`src/rtl/dvga_pixel_gen.sv`:
```
// Display timing generator and line-buffer pixel fetch with a fixed two-clock output pipeline.
// Sync/blank, position and RGB888 leave together, aligned for the sprite overlay stage.
module dvga_pixel_gen #(
   parameter int unsigned H_VIS    = 640,
   parameter int unsigned H_FP     = 16,
   parameter int unsigned H_SYNC   = 96,
   parameter int unsigned H_TOT    = 800,
   parameter int unsigned V_VIS    = 480,
   parameter int unsigned V_FP     = 10,
   parameter int unsigned V_SYNC   = 2,
   parameter int unsigned V_TOT    = 525,
   parameter bit          SYNC_POL = 1'b0,
   localparam int unsigned XCNTW   = $clog2(H_TOT),
   localparam int unsigned YCNTW   = $clog2(V_TOT)
) (
   input  logic             clk,
   input  logic             rst,
   input  logic             en_i,
   output logic [9:0]       linebuf_adr_o,
   input  logic [15:0]      linebuf_dat_i,
   output logic             line_req_o,
   output logic [YCNTW-1:0] line_y_o,
   output logic             frame_start_o,
   output logic [XCNTW-1:0] xpos_o,
   output logic [YCNTW-1:0] ypos_o,
   output logic [7:0]       r_o,
   output logic [7:0]       g_o,
   output logic [7:0]       b_o,
   output logic             hsync_o,
   output logic             vsync_o,
   output logic             blank_o
);

   localparam logic [XCNTW-1:0] HLast = XCNTW'(H_TOT - 1);
   localparam logic [XCNTW-1:0] HReq  = XCNTW'(H_VIS - 1);
   localparam logic [YCNTW-1:0] VLast = YCNTW'(V_TOT - 1);
   localparam int unsigned HsBeg = H_VIS + H_FP;
   localparam int unsigned HsEnd = H_VIS + H_FP + H_SYNC;
   localparam int unsigned VsBeg = V_VIS + V_FP;
   localparam int unsigned VsEnd = V_VIS + V_FP + V_SYNC;

   logic [XCNTW-1:0] hcnt_q, hcnt_d;
   logic [YCNTW-1:0] vcnt_q, vcnt_d;
   logic             h_wrap;
   logic [31:0]      hx, vy, vy_d;

   assign hx   = 32'(hcnt_q);
   assign vy   = 32'(vcnt_q);
   assign vy_d = 32'(vcnt_d);

   // ---------------------------------------------------------------- counters
   always_comb begin
      h_wrap = (hcnt_q == HLast);
      hcnt_d = '0;
      vcnt_d = '0;
      if (en_i) begin
         hcnt_d = h_wrap ? '0 : hcnt_q + XCNTW'(1);
         vcnt_d = vcnt_q;
         if (h_wrap) begin
            vcnt_d = (vcnt_q == VLast) ? '0 : vcnt_q + YCNTW'(1);
         end
      end
   end

   always_ff @(posedge clk) begin
      if (rst) begin
         hcnt_q <= '0;
         vcnt_q <= '0;
      end else begin
         hcnt_q <= hcnt_d;
         vcnt_q <= vcnt_d;
      end
   end

   // ---------------------------------------------------------------- stage 0 decode
   logic blank0, hs0, vs0;

   always_comb begin
      blank0 = !en_i || (hx >= H_VIS) || (vy >= V_VIS);
      hs0    = (en_i && (hx >= HsBeg) && (hx < HsEnd)) ? SYNC_POL : ~SYNC_POL;
      vs0    = (en_i && (vy >= VsBeg) && (vy < VsEnd)) ? SYNC_POL : ~SYNC_POL;
      linebuf_adr_o = blank0 ? '0 : 10'(hcnt_q);
   end

   // ---------------------------------------------------------------- DMA requests
   logic             req_line_ok, load_y;
   logic [YCNTW-1:0] y_target;
   logic [YCNTW-1:0] line_y_q;

   always_comb begin
      req_line_ok   = ((vy + 32'd1) < V_VIS) || (vcnt_q == VLast);
      line_req_o    = !rst && en_i && (hcnt_q == HReq) && req_line_ok;
      frame_start_o = !rst && en_i && (hcnt_q == '0) && (vcnt_q == '0);
      // Line number is loaded on entry to the request column so it is valid during the pulse.
      load_y   = (hcnt_d == HReq) && (((vy_d + 32'd1) < V_VIS) || (vcnt_d == VLast));
      y_target = (vcnt_d == VLast) ? '0 : vcnt_d + YCNTW'(1);
   end

   always_ff @(posedge clk) begin
      if (rst) begin
         line_y_q <= '0;
      end else if (load_y) begin
         line_y_q <= y_target;
      end
   end

   assign line_y_o = line_y_q;

   // ---------------------------------------------------------------- stages 1 and 2
   logic [XCNTW-1:0] x1_q;
   logic [YCNTW-1:0] y1_q;
   logic             hs1_q, vs1_q, blank1_q;

   // Stage 1 resets to blank/inactive so no visible pixel escapes in the clocks after reset.
   always_ff @(posedge clk) begin
      if (rst) begin
         x1_q     <= '0;
         y1_q     <= '0;
         hs1_q    <= ~SYNC_POL;
         vs1_q    <= ~SYNC_POL;
         blank1_q <= 1'b1;
         xpos_o   <= '0;
         ypos_o   <= '0;
         r_o      <= '0;
         g_o      <= '0;
         b_o      <= '0;
         hsync_o  <= ~SYNC_POL;
         vsync_o  <= ~SYNC_POL;
         blank_o  <= 1'b1;
      end else begin
         x1_q     <= hcnt_q;
         y1_q     <= vcnt_q;
         hs1_q    <= hs0;
         vs1_q    <= vs0;
         blank1_q <= blank0;
         xpos_o   <= x1_q;
         ypos_o   <= y1_q;
         hsync_o  <= hs1_q;
         vsync_o  <= vs1_q;
         blank_o  <= blank1_q;
         r_o      <= blank1_q ? '0 : {linebuf_dat_i[15:11], linebuf_dat_i[15:13]};
         g_o      <= blank1_q ? '0 : {linebuf_dat_i[10:5], linebuf_dat_i[10:9]};
         b_o      <= blank1_q ? '0 : {linebuf_dat_i[4:0], linebuf_dat_i[4:2]};
      end
   end

endmodule

```
`config.mk`:
```
export PLATFORM = sky130hd
export DESIGN_NAME = dvga_pixel_gen
export DESIGN_NICKNAME = d
export VERILOG_FILES = /design/src/rtl/dvga_pixel_gen.sv
export SDC_FILE = /design/constraint.sdc
export NUM_CORES = 1
export LEC_CHECK = 0
export BUFFER_PORTS_ARGS = -buffer_cell sky130_fd_sc_hd__buf_4
export CAP_MARGIN = 20
export CELL_PAD_IN_SITES_DETAIL_PLACEMENT = 2
export CELL_PAD_IN_SITES_GLOBAL_PLACEMENT = 2
export CORE_ASPECT_RATIO = 1.5
export CORE_MARGIN = 2
export CORE_UTILIZATION = 33
export CTS_CLUSTER_DIAMETER = 200
export DETAILED_ROUTE_END_ITERATION = 7
export GPL_ROUTABILITY_DRIVEN = 0
export PLACE_DENSITY_LB_ADDON = 0.05
export SYNTH_ARGS = -nofsm -noshare
export SYNTH_HDL_FRONTEND = slang
export SYNTH_SLANG_ARGS = --single-unit
```
`constraint.sdc`:
```
create_clock -name clk -period 4 [get_ports clk]
set_clock_uncertainty 0.2 [all_clocks]
set_input_delay 0.2 -clock clk [delete_from_list [all_inputs] [get_ports clk]]
set_output_delay 0.2 -clock clk [all_outputs]
set_load 0.01 [all_outputs]
```
Word level (Yosys, flattened, before mapping)
Index checks and enable logic that the tools add are counted.
{"block": "word_totals", "out_inout_bits": 69, "register_bits": 100}
{"block": "classes", "n_mux": 9, "eq_ne": 5, "reduce_logical": 19, "order_cmp": 8, "n_addsub": 5}
{"operator": "$mux W10", "n": 7}
{"operator": "$eq A10 B10 Y1 const B", "n": 5}
{"operator": "$add A10 B1 Y10 const B", "n": 3}
{"operator": "$add A10 B1 Y11 const B", "n": 2}
{"operator": "$lt A11 B9 Y1 const B", "n": 2}
{"operator": "$ge A10 B10 Y1 const B", "n": 2}
{"operator": "$ge A10 B9 Y1 const B", "n": 2}
{"operator": "$logic_not A10 Y1", "n": 2}
{"operator": "$logic_and A1 B1 Y1", "n": 10}
{"operator": "$lt A10 B10 Y1 const B", "n": 1}
{"operator": "$lt A10 B9 Y1 const B", "n": 1}
{"operator": "$logic_or A1 B1 Y1", "n": 4}
{"operator": "$logic_not A1 Y1", "n": 2}
{"operator": "$mux W1", "n": 2}
{"operator": "$reduce_or A2 Y1", "n": 1}

Depth between registers and ports, before layout
{"block": "logic_depth", "word_depth": 8, "depth_mapped": 12, "depth_no_buf": 12}

Least setup slack after synthesis
No wires, ideal clock.
{"block": "synth_path", "path_type": "register -> register", "startpoint": "reg vcnt_q[0]", "endpoint": "reg line_y_q[5] (netlist: line_y_o[5])", "required_ns": 3.679, "setup_slack_ns": 0.399, "n_path_buf": 0, "t_arrival_ns": 3.280, "period_less_slack_ns": 3.601, "path_stages_with_launch": 13, "path_cell_list": "dfxtp_1 inv_1 ha_1 or4b_1 or3_4 a21oi_1 inv_1 ha_1 nor3b_1 and3_1 o31ai_4 o221ai_4 mux2_4"}
{"block": "synth_via", "elab_chain_cells": 8, "elab_cells_between_ends": 12}
{"item": "start, declared", "line_no": "43", "rtl": "logic [YCNTW-1:0] vcnt_q, vcnt_d;"}
{"item": "start signal, assigned", "line_no": "71", "rtl": "vcnt_q <= vcnt_d;"}
{"item": "$add A10 B1 Y10 or $eq A10 B10 Y1 (tied branches)", "line_no": "60", "rtl": "vcnt_d = (vcnt_q == VLast) ? '0 : vcnt_q + YCNTW'(1);"}
{"item": "$mux W10", "line_no": "60"}
{"item": "$mux W10 (*)", "line_no": "59", "rtl": "if (h_wrap) begin"}
{"item": "$mux W10 (*)", "line_no": "56", "rtl": "if (en_i) begin"}
{"item": "named net vcnt_d[0]", "line_no": "43"}
{"item": "$add A10 B1 Y11", "line_no": "95", "rtl": "load_y = (hcnt_d == HReq) && (((vy_d + 32'd1) < V_VIS) || (vcnt_d == VLast));"}
{"item": "$lt A11 B9 Y1", "line_no": "95"}
{"item": "$logic_or A1 B1 Y1", "line_no": "95"}
{"item": "$logic_and A1 B1 Y1", "line_no": "95"}
{"item": "end signal, assigned", "line_no": "103", "rtl": "line_y_q <= y_target;"}
{"item": "end, declared", "line_no": "88", "rtl": "logic [YCNTW-1:0] line_y_q;"}
The timed path passes the listed nets; every way through them passes the cells marked *.
A chain may end at the register's enable or synchronous reset.

Worst setup path after layout
{"block": "layout_path", "startpoint": "reg vcnt_q[1]", "endpoint": "reg line_y_q[5] (netlist: line_y_o[5])"}
{"block": "layout_via", "elab_chain_cells": 8, "elab_cells_between_ends": 12}
{"item": "$eq A10 B10 Y1 (*)", "line_no": "60"}
{"item": "$mux W10 (*)", "line_no": "60"}
{"item": "$mux W10 (*)", "line_no": "59"}
{"item": "$mux W10 (*)", "line_no": "56"}
{"item": "named net vcnt_d[0]", "line_no": "43"}
{"item": "$add A10 B1 Y11", "line_no": "95"}
{"item": "$lt A11 B9 Y1", "line_no": "95"}
{"item": "$logic_or A1 B1 Y1", "line_no": "95"}
{"item": "$logic_and A1 B1 Y1", "line_no": "95"}
Marked as above.

==> results <==
- The critical path in this run is classified as flop to flop.
- The worst hold path belongs to the class input pin to flop.
- The number of clock buffers added by TritonCTS is 9.
- Dividing the final minimum period by the clock period gives 91.9%.
- The clock-pin transition on the worst setup and hold timing paths is 0.07 ns.
- Cells fill between 40% and 50% of the core in the end.
- The final critical delay including setup and external delays is between 3 and 4 ns.
- The clock tree buffer depth is 2.
- Dividing total power by cell area gives a power density of about 340 mW/mm².
- The via count of the first global-routing pass is 3810.
- Of all nets on the critical path, the largest fanout is 8.
- After detailed placement, the design holds a cell count of 670.
- The highest attainable clock frequency is around 0.27 GHz.
- The flow ran to the end, and the final reports show no timing, DRC or antenna violations.
- During synthesis, Yosys emitted a total of 0 warnings.
- The H-tree level count is 3.
- At the later pin of the worst-skew pair, clock insertion delay measures approximately 0.34 ns.
- The critical path's slowest cell is or4b_1.
- The synthesized area divided by synthesized cell count is 9.26 µm².
- The design draws 1.85 mW.
- For this run, design rule violations remaining after detail routing come to 0.
- The longest individual stage delay on the worst path is 0.48 ns.
- Across all setup checks in the final design, the least slack found is 0.325 ns.
- The post-route non-filler standard cell count is 702.
- The worst setup slack before clock tree synthesis is around 0.34 ns.
- The final worst hold slack is 0.133 ns.
- At the worst endpoint, the arrival time is ~3.7 ns.
- For this run, the leading register cell type out of synthesis is dfxtp_1.
- For this configuration, the core starts out at a cell density of 33.9%.
- Entering global routing, the biggest net connects 61 pins.
- Once detailed placement completed, the half-perimeter wirelength came to 9300 µm.
- After technology mapping, the gate count stands at 440.
- The final layout net count is between 500 and 600.
- The worst-case headroom to the max-slew limit is 39.5%.
- The endpoint kind of the worst setup timing path is a flop.
- The layout overhead on the synthesized area is 32.1%.
- Across the run, the number of max-cap violations was 0.
- The synthesis-stage register bit count is 92.
- The floorplan row count is 49.
- The count of input and output buffers is 87.
- The detailed router's first-iteration violation count is 84.
- Clock tree synthesis found a total of 92 sinks.
- In this run the remaining antenna-violating nets after routing total 0.
- Setup repair after global routing left no endpoint under its margin.
- The total routing usage reported by global routing is roughly a fifth.
- Post-CTS timing repair inserted 0 buffers for setup.
- The count of flip-flops with a built-in enable after synthesis is 0.
- The aggregate global routing overflow is 0.
- The clock tree from TritonCTS is yes.
- The post-layout instance area is 0.00538 mm².
- The max-slew violation count was 0.
- The height of the die is 140 µm.
- The number of hold-slack violations in the final timing report is 0.
- Data on the critical path is required at its endpoint by 4.04 ns.
- Traced cell by cell, the critical path runs through inv_1 -> ha_1 -> or4b_1 -> or3_4 -> a21oi_1 -> inv_1 -> ha_1 -> nor3b_1 -> and3_1 -> o31ai_4 -> o221ai_4 -> mux2_4.
- Measured along the x axis, the die boundary spans 94.7 µm.
- The synthesized area is between 0.004 and 0.005 mm².
- The number of antenna diodes in the final layout is 0.
- The wire length after detailed routing is approximately 13000 µm.
- The first global-routing pass estimated roughly 21000 µm of wire.
- The floorplan step defined a die boundary enclosing 0.0133 mm².
- The maximum vdd drop is about 210 µV.
- The length of the first detailed-routing pass in iterations is 4.
- The critical path contains buffers and inverters numbering 2 combined.
- The synthesized net count is approximately 470.
- The transition at the pin with the smallest max-transition slack is 0.904 ns.
- The average vias per placed instance is 5.05.
- The family with the most delay on the worst path is simple AND/OR/NAND/NOR gates.
- The number of top-level pins is a little under 90.
- The tree is rooted in a clkbuf_16.
- The total of fill cells in the finished design is 1314.
- The post-route setup TNS is 0 ns.
- The leakage power total is around 2.3 nW.
- The sequential area share after synthesis is a little under half.
- The post-route netlist has 26.6% of its cells at a drive strength greater than 1.
- The final-report setup violation count is 0.
- After synthesis, the share of flip-flops with an asynchronous set or reset is 0%.
- Yosys mapped the design onto 66 distinct sky130hd cell types.
- In the final routed layout, each cell accounts on average for approximately 18 µm.
- The region available for standard cell placement spans 0.0120 mm².
- Summing over every cut layer, the via total after detailed routing is between 3000 and 4000.
- The initial antenna violation count is 0.
- Summing all placed instances gives a cell area of 0.00492 mm².
- The type of element launching the critical path is a flop.
per-layer routing:
layer / wire length (µm) / global-route usage [%]
met1: 4920 / 21.3
met2: 7020 / 37.9
met3: 503 / 3.23
met4: 470 / 8.77
met5: 0 / 0
worst reg2reg max path, stage by stage (launching register included):
cell and delay (ns):
dfxtp_1 0.40, inv_1 0.13, ha_1 0.15, or4b_1 0.48, or3_4 0.43, a21oi_1 0.20
inv_1 0.07, ha_1 0.29, nor3b_1 0.20, and3_1 0.22, o31ai_4 0.28, o221ai_4 0.19
mux2_4 0.32
registers in the layout, summed over array words and instances, names as in the netlist, 5 cells and up:
register,cells
hcnt_q,10
line_y_o,10
y1_q,10
b_o,5
g_o,6
vcnt_q,10
r_o,5
xpos_o,10
ypos_o,10
x1_q,10
area by class of cell:
class                           count  area, µm²  share of cell area (%)
Sequential cell                    92       1840                    34.2
Clock inverter                      7       70.1                    1.30
Tap cell                          153        191                    3.56
Timing Repair Buffer              129       1010                    18.7
Multi-Input combinational cell    303       2010                    37.3
Clock buffer                        9        225                    4.19
Inverter                            9       33.8                   0.628
timing repair:
action                     in CTS  in global routing
gates resized for setup         0                  0
setup endpoints to repair       0                  0
hold endpoints to repair       16                  0
hold buffers                   16                  0
report_power, final:
part           switching (mW)  internal (mW)
Sequential            0.00320          0.923
Combinational          0.0415         0.0410
Clock                   0.399          0.438
Total                   0.444           1.40
cell usage after synthesis (8+ instances only):
cell type | instances | share of area [%]
nor2b_1 | 41 | 6.3
inv_1 | 9 | 0.83
and2_1 | 26 | 4.0
xnor2_1 | 10 | 2.1
nor2_1 | 41 | 3.8
clkbuf_1 | 19 | 1.8
dfxtp_1 | 92 | 45
mux2i_1 | 11 | 2.7
nor3_1 | 9 | 1.1
nand3_1 | 13 | 1.6
xor2_1 | 8 | 1.7
nor4_1 | 9 | 1.4
nand2_1 | 29 | 2.7
buf_4 | 8 | 1.5
a21oi_1 | 8 | 0.98
logic make-up after synthesis:
logic type / Yosys count / share of synthesized area (%)
AOI/OAI and AO/OA: 46 / 9.09
muxes: 14 / 3.72
xor gates and xnor gates: 18 / 3.87
buffers and inverters: 45 / 5.47
adders and majority gates: 6 / 1.84
and+or+nand+nor: 219 / 30.8
DFF: 92 / 45.2
placed cells by master, fill, tap and decap left out, types with 10 or more instances in the layout:
master,instances
buf_4,113
dfxtp_1,92
nor2_1,41
nor2b_1,41
nand2_1,29
and2_1,26
dlygate4sd3_1,16
nand3_1,13
mux2i_1,11
xnor2_1,10
final timing paths:
check,start,end,slack [ns],cells after the start
worst max-delay path,vcnt_q[1],line_y_o[5],0.32,12
worst min-delay path,en_i,hcnt_q[2],0.13,3
worst max register to register,vcnt_q[1],line_y_o[5],0.32,12
worst min register to register,hs1_q,hsync_o,0.21,1
(Power assumes the default switching activity.)
